### src/rtl/load_store_unit.sv
//------------------------------------------------------------------------------
// load_store_unit : byte/half/word RAM access stage with ready/valid timeout
// Revision 1.0
//------------------------------------------------------------------------------
`default_nettype none

module load_store_unit #(
  parameter int ADDR_W   = 10,
  parameter int MAX_WAIT = 8
) (
  input  logic              clk,
  input  logic              reset,
  input  logic              req_valid,
  output logic              req_ready,
  input  logic              mem_read,
  input  logic              mem_write,
  input  logic [1:0]        size,
  input  logic              unsigned_ld,
  input  logic [ADDR_W-1:0] addr,
  input  logic [31:0]       store_data,
  output logic              ram_en,
  output logic              ram_we,
  output logic [ADDR_W-3:0] ram_addr,
  output logic [3:0]        ram_be,
  output logic [31:0]       ram_wdata,
  input  logic [31:0]       ram_rdata,
  input  logic              ram_ready,
  output logic              resp_valid,
  output logic [31:0]       load_data,
  output logic              err_misalign,
  output logic              err_timeout
);

  typedef enum logic [1:0] {
    S_IDLE = 2'd0,
    S_WAIT = 2'd1,
    S_DONE = 2'd2
  } state_t;

  state_t state, next_state;

  logic [ADDR_W-1:0] addr_q;
  logic [1:0]        size_q;
  logic              uns_q;
  logic [31:0]       sd_q;
  logic              we_q;
  logic [7:0]        wait_cnt;

  logic        misalign;
  logic        bad_req;
  logic        timeout;
  logic [3:0]  be_raw;
  logic [31:0] wdata_raw;
  logic [7:0]  byte_sel;
  logic [15:0] half_sel;
  logic [31:0] ld_ext;

  always_comb begin
    misalign = 1'b0;
    case (size)
      2'b00:   misalign = 1'b0;
      2'b01:   misalign = addr[0];
      2'b10:   misalign = |addr[1:0];
      default: misalign = 1'b1;
    endcase
  end

  // Anything other than exactly one direction is rejected like a misalignment.
  assign bad_req = misalign || !(mem_read ^ mem_write);
  assign timeout = (wait_cnt == 8'(MAX_WAIT - 1));

  always_ff @(posedge clk or negedge reset) begin
    if (!reset) state <= S_IDLE;
    else        state <= next_state;
  end

  always_comb begin
    next_state = state;
    case (state)
      S_IDLE:  if (req_valid) next_state = bad_req ? S_DONE : S_WAIT;
      S_WAIT:  if (ram_ready || timeout) next_state = S_DONE;
      S_DONE:  next_state = S_IDLE;
      default: next_state = S_IDLE;
    endcase
  end

  always_ff @(posedge clk or negedge reset) begin
    if (!reset) begin
      addr_q       <= '0;
      size_q       <= 2'b00;
      uns_q        <= 1'b0;
      sd_q         <= '0;
      we_q         <= 1'b0;
      wait_cnt     <= '0;
      load_data    <= '0;
      err_misalign <= 1'b0;
      err_timeout  <= 1'b0;
    end else begin
      case (state)
        S_IDLE: begin
          if (req_valid) begin
            addr_q       <= addr;
            size_q       <= size;
            uns_q        <= unsigned_ld;
            sd_q         <= store_data;
            we_q         <= mem_write;
            wait_cnt     <= '0;
            err_misalign <= bad_req;
            err_timeout  <= 1'b0;
            if (bad_req) load_data <= '0;
          end
        end
        S_WAIT: begin
          wait_cnt <= wait_cnt + 8'd1;
          // ready takes priority over a coincident timeout
          if (ram_ready) begin
            if (!we_q) load_data <= ld_ext;
          end else if (timeout) begin
            err_timeout <= 1'b1;
            load_data   <= '0;
          end
        end
        default: ;
      endcase
    end
  end

  always_comb begin
    be_raw    = 4'b1111;
    wdata_raw = sd_q;
    case (size_q)
      2'b00: begin
        be_raw    = 4'b0001 << addr_q[1:0];
        wdata_raw = {4{sd_q[7:0]}};
      end
      2'b01: begin
        be_raw    = addr_q[1] ? 4'b1100 : 4'b0011;
        wdata_raw = {2{sd_q[15:0]}};
      end
      default: ;
    endcase
  end

  always_comb begin
    byte_sel = ram_rdata[7:0];
    case (addr_q[1:0])
      2'b00: byte_sel = ram_rdata[7:0];
      2'b01: byte_sel = ram_rdata[15:8];
      2'b10: byte_sel = ram_rdata[23:16];
      2'b11: byte_sel = ram_rdata[31:24];
      default: ;
    endcase
    half_sel = addr_q[1] ? ram_rdata[31:16] : ram_rdata[15:0];
    ld_ext   = ram_rdata;
    case (size_q)
      2'b00:   ld_ext = {{24{byte_sel[7] & ~uns_q}}, byte_sel};
      2'b01:   ld_ext = {{16{half_sel[15] & ~uns_q}}, half_sel};
      default: ld_ext = ram_rdata;
    endcase
  end

  assign req_ready  = (state == S_IDLE);
  assign resp_valid = (state == S_DONE);
  assign ram_en     = (state == S_WAIT);
  assign ram_we     = ram_en & we_q;
  assign ram_addr   = ram_en ? addr_q[ADDR_W-1:2] : '0;
  assign ram_be     = ram_en ? be_raw : 4'b0000;
  assign ram_wdata  = (ram_en && we_q) ? wdata_raw : '0;

endmodule

`default_nettype wire

### config.mk
export PLATFORM = sky130hd
export DESIGN_NAME = load_store_unit
export DESIGN_NICKNAME = d
export VERILOG_FILES = /design/src/rtl/load_store_unit.sv
export SDC_FILE = /design/constraint.sdc
export NUM_CORES = 1
export LEC_CHECK = 0
export ABC_AREA = 1
export BUFFER_PORTS_ARGS = -buffer_cell sky130_fd_sc_hd__buf_2
export CORE_ASPECT_RATIO = 1.5
export CORE_MARGIN = 5
export CORE_UTILIZATION = 50
export DETAILED_ROUTE_END_ITERATION = 8
export PLACE_DENSITY = 0.8
export SLEW_MARGIN = 40
export SYNTH_ARGS = -nofsm -noshare
export SYNTH_HDL_FRONTEND = slang
export SYNTH_SLANG_ARGS = --single-unit
export TNS_END_PERCENT = 1
### constraint.sdc
create_clock -name clk -period 1.7 [get_ports clk]
set_clock_uncertainty 0.2 [all_clocks]
set_input_delay 0.085 -clock clk [delete_from_list [all_inputs] [get_ports clk]]
set_output_delay 0.085 -clock clk [all_outputs]
set_load 0.005 [all_outputs]
# ---- Yosys cells after proc, flatten, opt, wreduce, memory -nomap -nowiden
# Cells that the tools add are included.
dict set report totals {
  ff_bits 90
  latch_bits 0
  ram_bits 0
  rom_bits 0
  input_bits 83
  out_inout_bits 82
  elab_cells 74
  n_memories 0
}
dict set report classes {
  addsub 1
  n_mul 0
  div 0
  n_lt_le_gt_ge 0
  eq_ne 16
  n_shift 1
  mux 26
  n_bitwise 5
  n_reduce_logical 15
}
# op count
set ops {}
lappend ops {{$mux W32} 6}
lappend ops {{$pmux W32 S2} 3}
lappend ops {{$pmux W8 S4} 1}
lappend ops {{$mux W16} 1}
lappend ops {{$mux W8} 2}
lappend ops {{$pmux W8 S2} 1}
lappend ops {{$add A8 B1 Y8 const B} 1}
lappend ops {{$eq A2 B1 Y1 const B} 4}
lappend ops {{$eq A2 B2 Y1 const B} 4}
lappend ops {{$eq A8 B3 Y1 const B} 1}
lappend ops {{$logic_not A2 Y1} 4}
lappend ops {{$mux W4} 2}
lappend ops {{$pmux W4 S2} 1}
lappend ops {{$mux W2} 3}
lappend ops {{$ne A2 B1 Y1 const B} 3}
lappend ops {{$reduce_and A2 Y1} 3}
lappend ops {{$reduce_and A5 Y1} 1}
lappend ops {{$ne A2 B2 Y1 const B} 2}
lappend ops {{$pmux W2 S2} 1}
lappend ops {{$reduce_and A4 Y1} 1}
lappend ops {{$shl A1 B2 Y4 const A} 1}
lappend ops {{$and A1 B1 Y1} 3}
lappend ops {{$mux W1} 3}
lappend ops {{$ne A3 B1 Y1 const B} 1}
lappend ops {{other kinds (10)} 11}

# ---- Depth between registers and ports, before layout
# Gate-level depths: netlist (run 1).
dict set report logic_depth {
  ltp_word 7
  mapped_depth 10
  ltp_nobuf 10
}

# ---- Least setup slack after synthesis (run 1)
# OpenSTA, ideal clock, no wires.
dict set report synth_path {
  path_type {register to register}
  startpoint {reg addr_q[0]}
  endpoint {reg load_data[22]}
  setup_ps 116
  arrival_time_ps 1246
  t_required_ps 1384
  slack_ps 137
  path_stages_with_launch 10
  n_path_buf 1
  period_less_slack_ps 1563
  path_cell_list {dfrtp_1 -> nand2_1 -> clkinv_1 -> nand2_1 -> nand3_2 -> nand3_4 -> nand3_4 -> buf_6 -> nand2_1 -> nand2_1}
}
dict set report synth_between {
  elab_chain_len 7
  word_cells_on_any_way 10
  cone_classes {3 x eq/ne; 5 x mux; 1 x bitwise; 1 x reduce/logical}
}
# element line
set synth_rtl {}
lappend synth_rtl {{start, declared} 42} ;# logic [ADDR_W-1:0] addr_q;
lappend synth_rtl {{start signal, assigned} 102} ;# addr_q <= addr;
lappend synth_rtl {{$eq A2 B2 Y1 (tied with other cells)} 146} ;# case (addr_q[1:0])
lappend synth_rtl {{$pmux W8 S4 *} 146}
lappend synth_rtl {{$and A1 B1 Y1 *} 156} ;# 2'b00: ld_ext = {{24{byte_sel[7] & ~uns_q}}, byte_sel};
lappend synth_rtl {{$pmux W32 S2 *} 155} ;# case (size_q)
lappend synth_rtl {{$mux W32 *} 117} ;# if (!we_q) load_data <= ld_ext;
lappend synth_rtl {{$mux W32 *} 116} ;# if (ram_ready) begin
lappend synth_rtl {{$pmux W32 S2 *} 99} ;# case (state)
lappend synth_rtl {{end signal, assigned} 117}
lappend synth_rtl {{end, declared} 29} ;# output logic [31:0] load_data,
# Every way passes the cells marked *; elsewhere a longest branch is shown, timed or not. The select of a mux whose other input is x is not followed.
# A chain may end at the register's enable or synchronous reset.

# ---- Final worst setup path (run 1)
dict set report layout_path {
  startpoint {reg state[1]}
  endpoint {out ram_wdata[27]}
}
dict set report layout_between {
  elab_chain_len 3
}
# element line
set layout_rtl {}
lappend layout_rtl {{start, declared} 40} ;# state_t state, next_state;
lappend layout_rtl {{start signal, assigned} 74} ;# else state <= next_state;
lappend layout_rtl {{$eq A2 B1 Y1} 164} ;# assign ram_en = (state == S_WAIT);
lappend layout_rtl {{$logic_and A1 B1 Y1} 168} ;# assign ram_wdata = (ram_en && we_q) ? wdata_raw : '0;
lappend layout_rtl {{$mux W32} 168}
lappend layout_rtl {{end, declared} 25} ;# output logic [31:0] ram_wdata,
# Every way passes these cells.

==> results.yml, run 1 <==
status:
  run_status: "complete, but fails checks"
  violations: "setup timing"
layout:
  multiInputGateArea_sq_mm: 0.00236
  fillers: 608
  diodes: 0
  drive_above_1_share_pct: 29.8
  area.sequential_sq_mm: 0.00226
  syn2layout_area_growth_pct: 52.6
  final_net_count: 1017
global_routing:
  track_usage_pct: 30.7
  grt_pass1_vias: 5753
  grt_start_max_net_pins: 59
  overflow: 0
  antenna_found_initial: 0
  grt_pass1_wl_um: 27300
power:
  leakage_nw: 4.03
  vdd_drop_max_uv: 703
  p_per_area_mw_per_mm2: 1080
floorplan:
  dieArea_sq_mm: 0.0116
  start_util_pct: 51.1
  core-area_sq_mm: 0.00925
  row_count: 43
  io_pins: 165
  die_h_um: 129
  die_x_um: 89.4
clock_network:
  clkTransAtPathRegs_ns: 0.06
  cts_made_buffers: 9
  cts_sinks: 90
  h-tree-depth: 3
  clock_latency_ns: 0.34
  cts_tree: "built"
  cts_root_buf: "clkbuf_16"
  clock_path_buffers: 2
sta:
  rsz0062_at_grt: "true"
  worstMarginPinSlew_ns: 0.511
  hold_ws_ns: 0.0705
  drv_slew: 0
  fin_crit_ns: 2.00
  setup_viol_count_final: 59
  timing.final.ws_setup_ns: -0.296
  setup_tns_ns: -8.53
  timing.fmax_mhz: 501
  relSlewSlack_pct: 66.0
  post-route-period-util_pct: 117
  hold_viol_final: 0
yosys:
  synth-seq-cells: 90
  async_reset_ff_share_pct: 100
  synth-edff-count: 0
  synth_flop_cell: "dfrtp_1"
  syn_area_per_cell_sq_um: 7.09
  synth_fp_nets: 752
  yosysSeqAreaShare_pct: 47.6
  syn_area_sq_mm: 0.00473
  synth.distinct_cells: 34
  yosysWarnings: 0
  synthCells: 668
flow_run:
  drv_cap: 0
drt:
  viasPerCell: 5.40
  firstDrtPassIters: 6
  drt_iter0_drc: 401
  dr_total_vias: 5665
  route.detailed.drc: 0
  routedWlPerCell_um: 16.9
  antenna_left: 0
  drt-total-wl_um: 17800
worst_setup_path:
  cp-startpoint: "state[1]"
  crit_type: "flip-flop to primary output"
  timing.rr.start: "state[1]"
  crit_arrival_ns: 1.71
  crit_path_max_fanout: 5
  setup.worst_path.end: "ram_wdata[27]"
  reg2regPathDepth: 10
  r2r-end: "load_data[11]"
  critPathLaunchType: "flip-flop"
  r2r_slack_ns: -0.04
  critPathRequiredTime_ns: 1.41
  worstSetupEndpointType: "primary output"
placed_design:
  io_buffers: 164
  dp_slack_ns: -0.0969
  hpwl_um: 10900
  place.gp.congestion: 0.928
min_path:
  hold_class: "primary input to async pin"
## worst max-delay path, stage by stage (launching register included)
cell and delay [ns]:
dfrtp_1 0.40, inv_2 0.09, nand2_4 0.06, buf_6 0.12, nor2_4 0.15, buf_12 0.16, o221ai_2 0.12, nor2_1 0.14
buf_2 0.13
## worst min path at each step
stage	startpoint	endpoint	slack (ns)	cells past startpoint
2_1_floorplan	reset	addr_q[0]	-0.41	0
3_3_place_gp	reset	addr_q[9]	-0.12	1
3_5_place_dp	reset	addr_q[9]	-0.12	1
4_1_cts	reset	addr_q[7]	0.08	2
5_1_grt	reset	sd_q[29]	0.11	2
6_report	reset	sd_q[29]	0.07	2
## stage by stage
stage          instances  util (%)  instance area [sq um]  power [mW]
2_1_floorplan        668         -                   4730        4.37
3_3_place_gp         945      62.8                   5810        5.21
3_5_place_dp         945      62.8                   5810        5.26
4_1_cts             1047      76.7                   7090        7.46
5_1_grt             1049      78.1                   7220        8.21
6_report            1049      78.1                   7220        7.78
## metal layers
metal / track usage (%) / wire length (um)
met5: 0 / 0
met4: 15.5 / 885
met3: 4.58 / 1550
met2: 54.0 / 9120
met1: 35.3 / 6210
## cell usage in the layout (no fill, tap or decap), types with 4 or more instances in the layout
| cell type | n |
|---|---|
| nand2_1 | 294 |
| nand3_1 | 22 |
| o221ai_2 | 5 |
| a21oi_2 | 10 |
| dlygate4sd3_1 | 82 |
| buf_12 | 5 |
| nor2_2 | 13 |
| dfrtp_1 | 86 |
| o21ai_0 | 27 |
| nor2_4 | 4 |
| dfrtp_2 | 4 |
| clkbuf_16 | 9 |
| buf_2 | 162 |
| inv_1 | 35 |
| buf_6 | 6 |
| buf_4 | 28 |
| inv_2 | 7 |
| nor2_1 | 94 |
## timing repair
action	4_1_cts	5_1_grt
hold endpoints to repair	172	0
hold buffers	82	0
resized for setup	39	31
buffers inserted	5	2
pin swaps	7	11
setup endpoints to repair	67	75
## report_power, final
part / switching [mW] / internal (mW) / leakage (nW)
logic: 1.82 / 1.07 / 2.73
clock network: 0.826 / 1.06 / 0.132
registers: 0.440 / 2.56 / 1.17
## synth_stat cells, types with 2 or more instances
cell	n	area, sq um
nand2_1	298	1120
clkbuf_1	7	26.3
nand3_1	23	115
o21ai_1	2	10.0
xor2_1	2	17.5
nor2_1	107	402
inv_1	40	150
o221ai_1	7	61.3
nor3_1	4	20.0
inv_2	5	18.8
buf_2	16	80.1
nor2_2	2	12.5
buf_4	4	30.0
a21oi_1	11	55.1
nand3_4	2	35.0
nor2_4	2	22.5
o22ai_1	2	12.5
o21ai_0	28	140
buf_6	2	22.5
dfrtp_1	90	2250
## flip-flops by register name, summed over array words and instances, names as in the netlist
name          cells
wait_cnt          8
err_misalign      1
sd_q             32
we_q              1
uns_q             1
load_data        32
addr_q           10
size_q            2
err_timeout       1
state             2
## kinds of logic (layout without fill, tap and decap cells)
family / count (synthesis) / count (layout) / synth area share (%)
AND/OR/NAND/NOR: 444 / 444 / 37.8
adder cells (fa/ha/maj): 1 / 1 / 0.264
multiplexers: 1 / 1 / 0.211
XOR/XNOR: 2 / 2 / 0.370
buffers and inverters: 75 / 344 / 7.01
AO/OA/AOI/OAI: 55 / 55 / 6.79
flip-flops: 90 / 90 / 47.6
## cell type report
cell class | instances | share of cell area [%]
clock inverters | 2 | 0.173
clock buffers | 13 | 3.60
well taps | 112 | 1.94
repair buffers | 283 | 27.8
flip-flops and latches | 90 | 31.2
inverters | 46 | 2.53
multi-input cells | 503 | 32.7
No activity file was read; power rests on OpenSTA's default activity.
==> run 2, diff against run 1 <==
Settings changed: CORE_UTILIZATION 50 to 30, PLACE_DENSITY 0.8 to not set.
==> run 2 against run 1 <==
Against the previous run: the run still ends with setup timing left; utilization shrank 31 points; sequential power down 3%; final area grew 1.8%; cell count grew 8.8%.
==> results.yml, run 2 (synthesis results as in run 1) <==
drt:
  firstDrtPassIters: 4
  drt_iter0_drc: 307
  dr_total_vias: 5143
  route.detailed.drc: 0
  antenna_left: 0
  viasPerCell: 4.51
  drt-total-wl_um: 16600
  routedWlPerCell_um: 14.5
worst_setup_path:
  critPathLaunchType: "flip-flop"
  crit_arrival_ns: 1.69
  cp-startpoint: "state[1]"
  crit_type: "flip-flop to primary output"
  critPathRequiredTime_ns: 1.41
  worstSetupEndpointType: "primary output"
  timing.rr.start: "state[1]"
  crit_path_max_fanout: 8
  r2r_slack_ns: -0.09
status:
  violations: "setup timing"
  run_status: "complete, but fails checks"
global_routing:
  grt_pass1_wl_um: 26300
  antenna_found_initial: 0
  grt_start_max_net_pins: 42
  track_usage_pct: 17.8
  overflow: 0
  grt_pass1_vias: 5362
placed_design:
  place.gp.congestion: 0.930
  io_buffers: 164
  hpwl_um: 12000
  dp_cells: 1037
  dp_slack_ns: -0.0940
clock_network:
  clock_latency_ns: 0.34
  clock_path_buffers: 2
  cts_root_buf: "clkbuf_16"
  h-tree-depth: 3
  clkTransAtPathRegs_ns: 0.07
  cts_tree: "built"
  cts_made_buffers: 9
  cts_sinks: 90
sta:
  post-route-period-util_pct: 116
  hold_viol_final: 0
  timing.fmax_mhz: 507
  fin_crit_ns: 1.97
  setup_viol_count_final: 76
  drv_slew: 0
  relSlewSlack_pct: 69.6
  worstMarginPinSlew_ns: 0.457
  rsz0062_at_grt: "true"
  hold_ws_ns: 0.0101
  timing.final.ws_setup_ns: -0.271
layout:
  final_common_cell: "nand2_1"
  drive_above_1_share_pct: 28.6
  final_cells: 1141
  fillers: 1589
  layout_common_cells: "nand2_1, buf_2, nor2_1"
  syn2layout_area_growth_pct: 55.4
  largestRegisters: "load_data (32), sd_q (32), addr_q (10)"
  diodes: 0
  final_net_count: 1017
floorplan:
  core-area_sq_mm: 0.0156
  start_util_pct: 30.4
  die_x_um: 113
  dieArea_sq_mm: 0.0184
  die_h_um: 164
  io_pins: 165
  row_count: 56
power:
  p_per_area_mw_per_mm2: 1080
  vdd_drop_max_uv: 525
  leakage_nw: 4.08
flow_run:
  drv_cap: 0
min_path:
  hold_class: "primary input to flip-flop"
  holdCritStartpoint: "mem_read"
[run 2: changes by cell type in the layout (fill, tap and decap cells not counted), sizes merged]
cell / delta
buf: +1
bufinv: +2
clkbuf: -3
clkinv: +1
dlygate4sd3: -1
inv: +1
[run 2: area by class of cell]
type	count	area (sq um)	share of cell area, %
multi-input cells	503	2300	31.3
flip-flops and latches	90	2250	30.6
repair buffers	283	2040	27.7
well taps	203	254	3.45
clock buffers	10	239	3.25
inverters	46	183	2.48
clock inverters	6	90.1	1.22
[run 2: worst max-delay path: stages (launching register included)]
cell	delay (ns)
dfrtp_1	0.39
inv_2	0.09
nand2_4	0.07
buf_6	0.12
nor2_4	0.15
buf_12	0.16
o221ai_2	0.10
nor2_1	0.13
buf_2	0.13
[run 2: worst paths after layout]
check	end	cells past startpoint
worst min register to register	load_data[1]	2
min in group asynchronous	addr_q[6]	2
max in group asynchronous	sd_q[17]	3
worst min-delay path	state[0]	6
worst max register to register	load_data[7]	9
worst max-delay path	ram_wdata[11]	8
[run 2: repair_timing]
action / CTS / global route
hold endpoints to repair: 172 / 0
resized for setup: 27 / 22
endpoints found under the setup margin: 61 / 123
pin swaps: 9 / 9
hold buffers: 81 / 0
setup buffers: 5 / 2
[run 2: metal layers]
layer / up-vias / global-route usage [%] / wire length (um)
met5: - / 0 / 0
met4: 0 / 8.69 / 572
met3: 31 / 3.35 / 927
met2: 169 / 31.6 / 8470
met1: 2346 / 20.4 / 6630
li1: 2597 / - / -
[run 2: stage by stage]
step / instance area (sq um) / setup TNS (ns) / power, mW / util, %
finish: 7360 / -7.90 / 7.95 / 47.3
global route: 7360 / -17.88 / 8.47 / 47.3
CTS: 7270 / -7.36 / 7.93 / 46.8
detailed placement: 5980 / -0.458 / 5.42 / 38.5
global placement: 5980 / -0.0975 / 5.41 / 38.5
floorplan: 4730 / 0 / 4.37 / -
[run 2: power breakdown]
part	internal (mW)	total, mW	switching, mW
combinational	1.11	2.86	1.75
sequential	2.56	2.90	0.340
clock	1.33	2.19	0.858
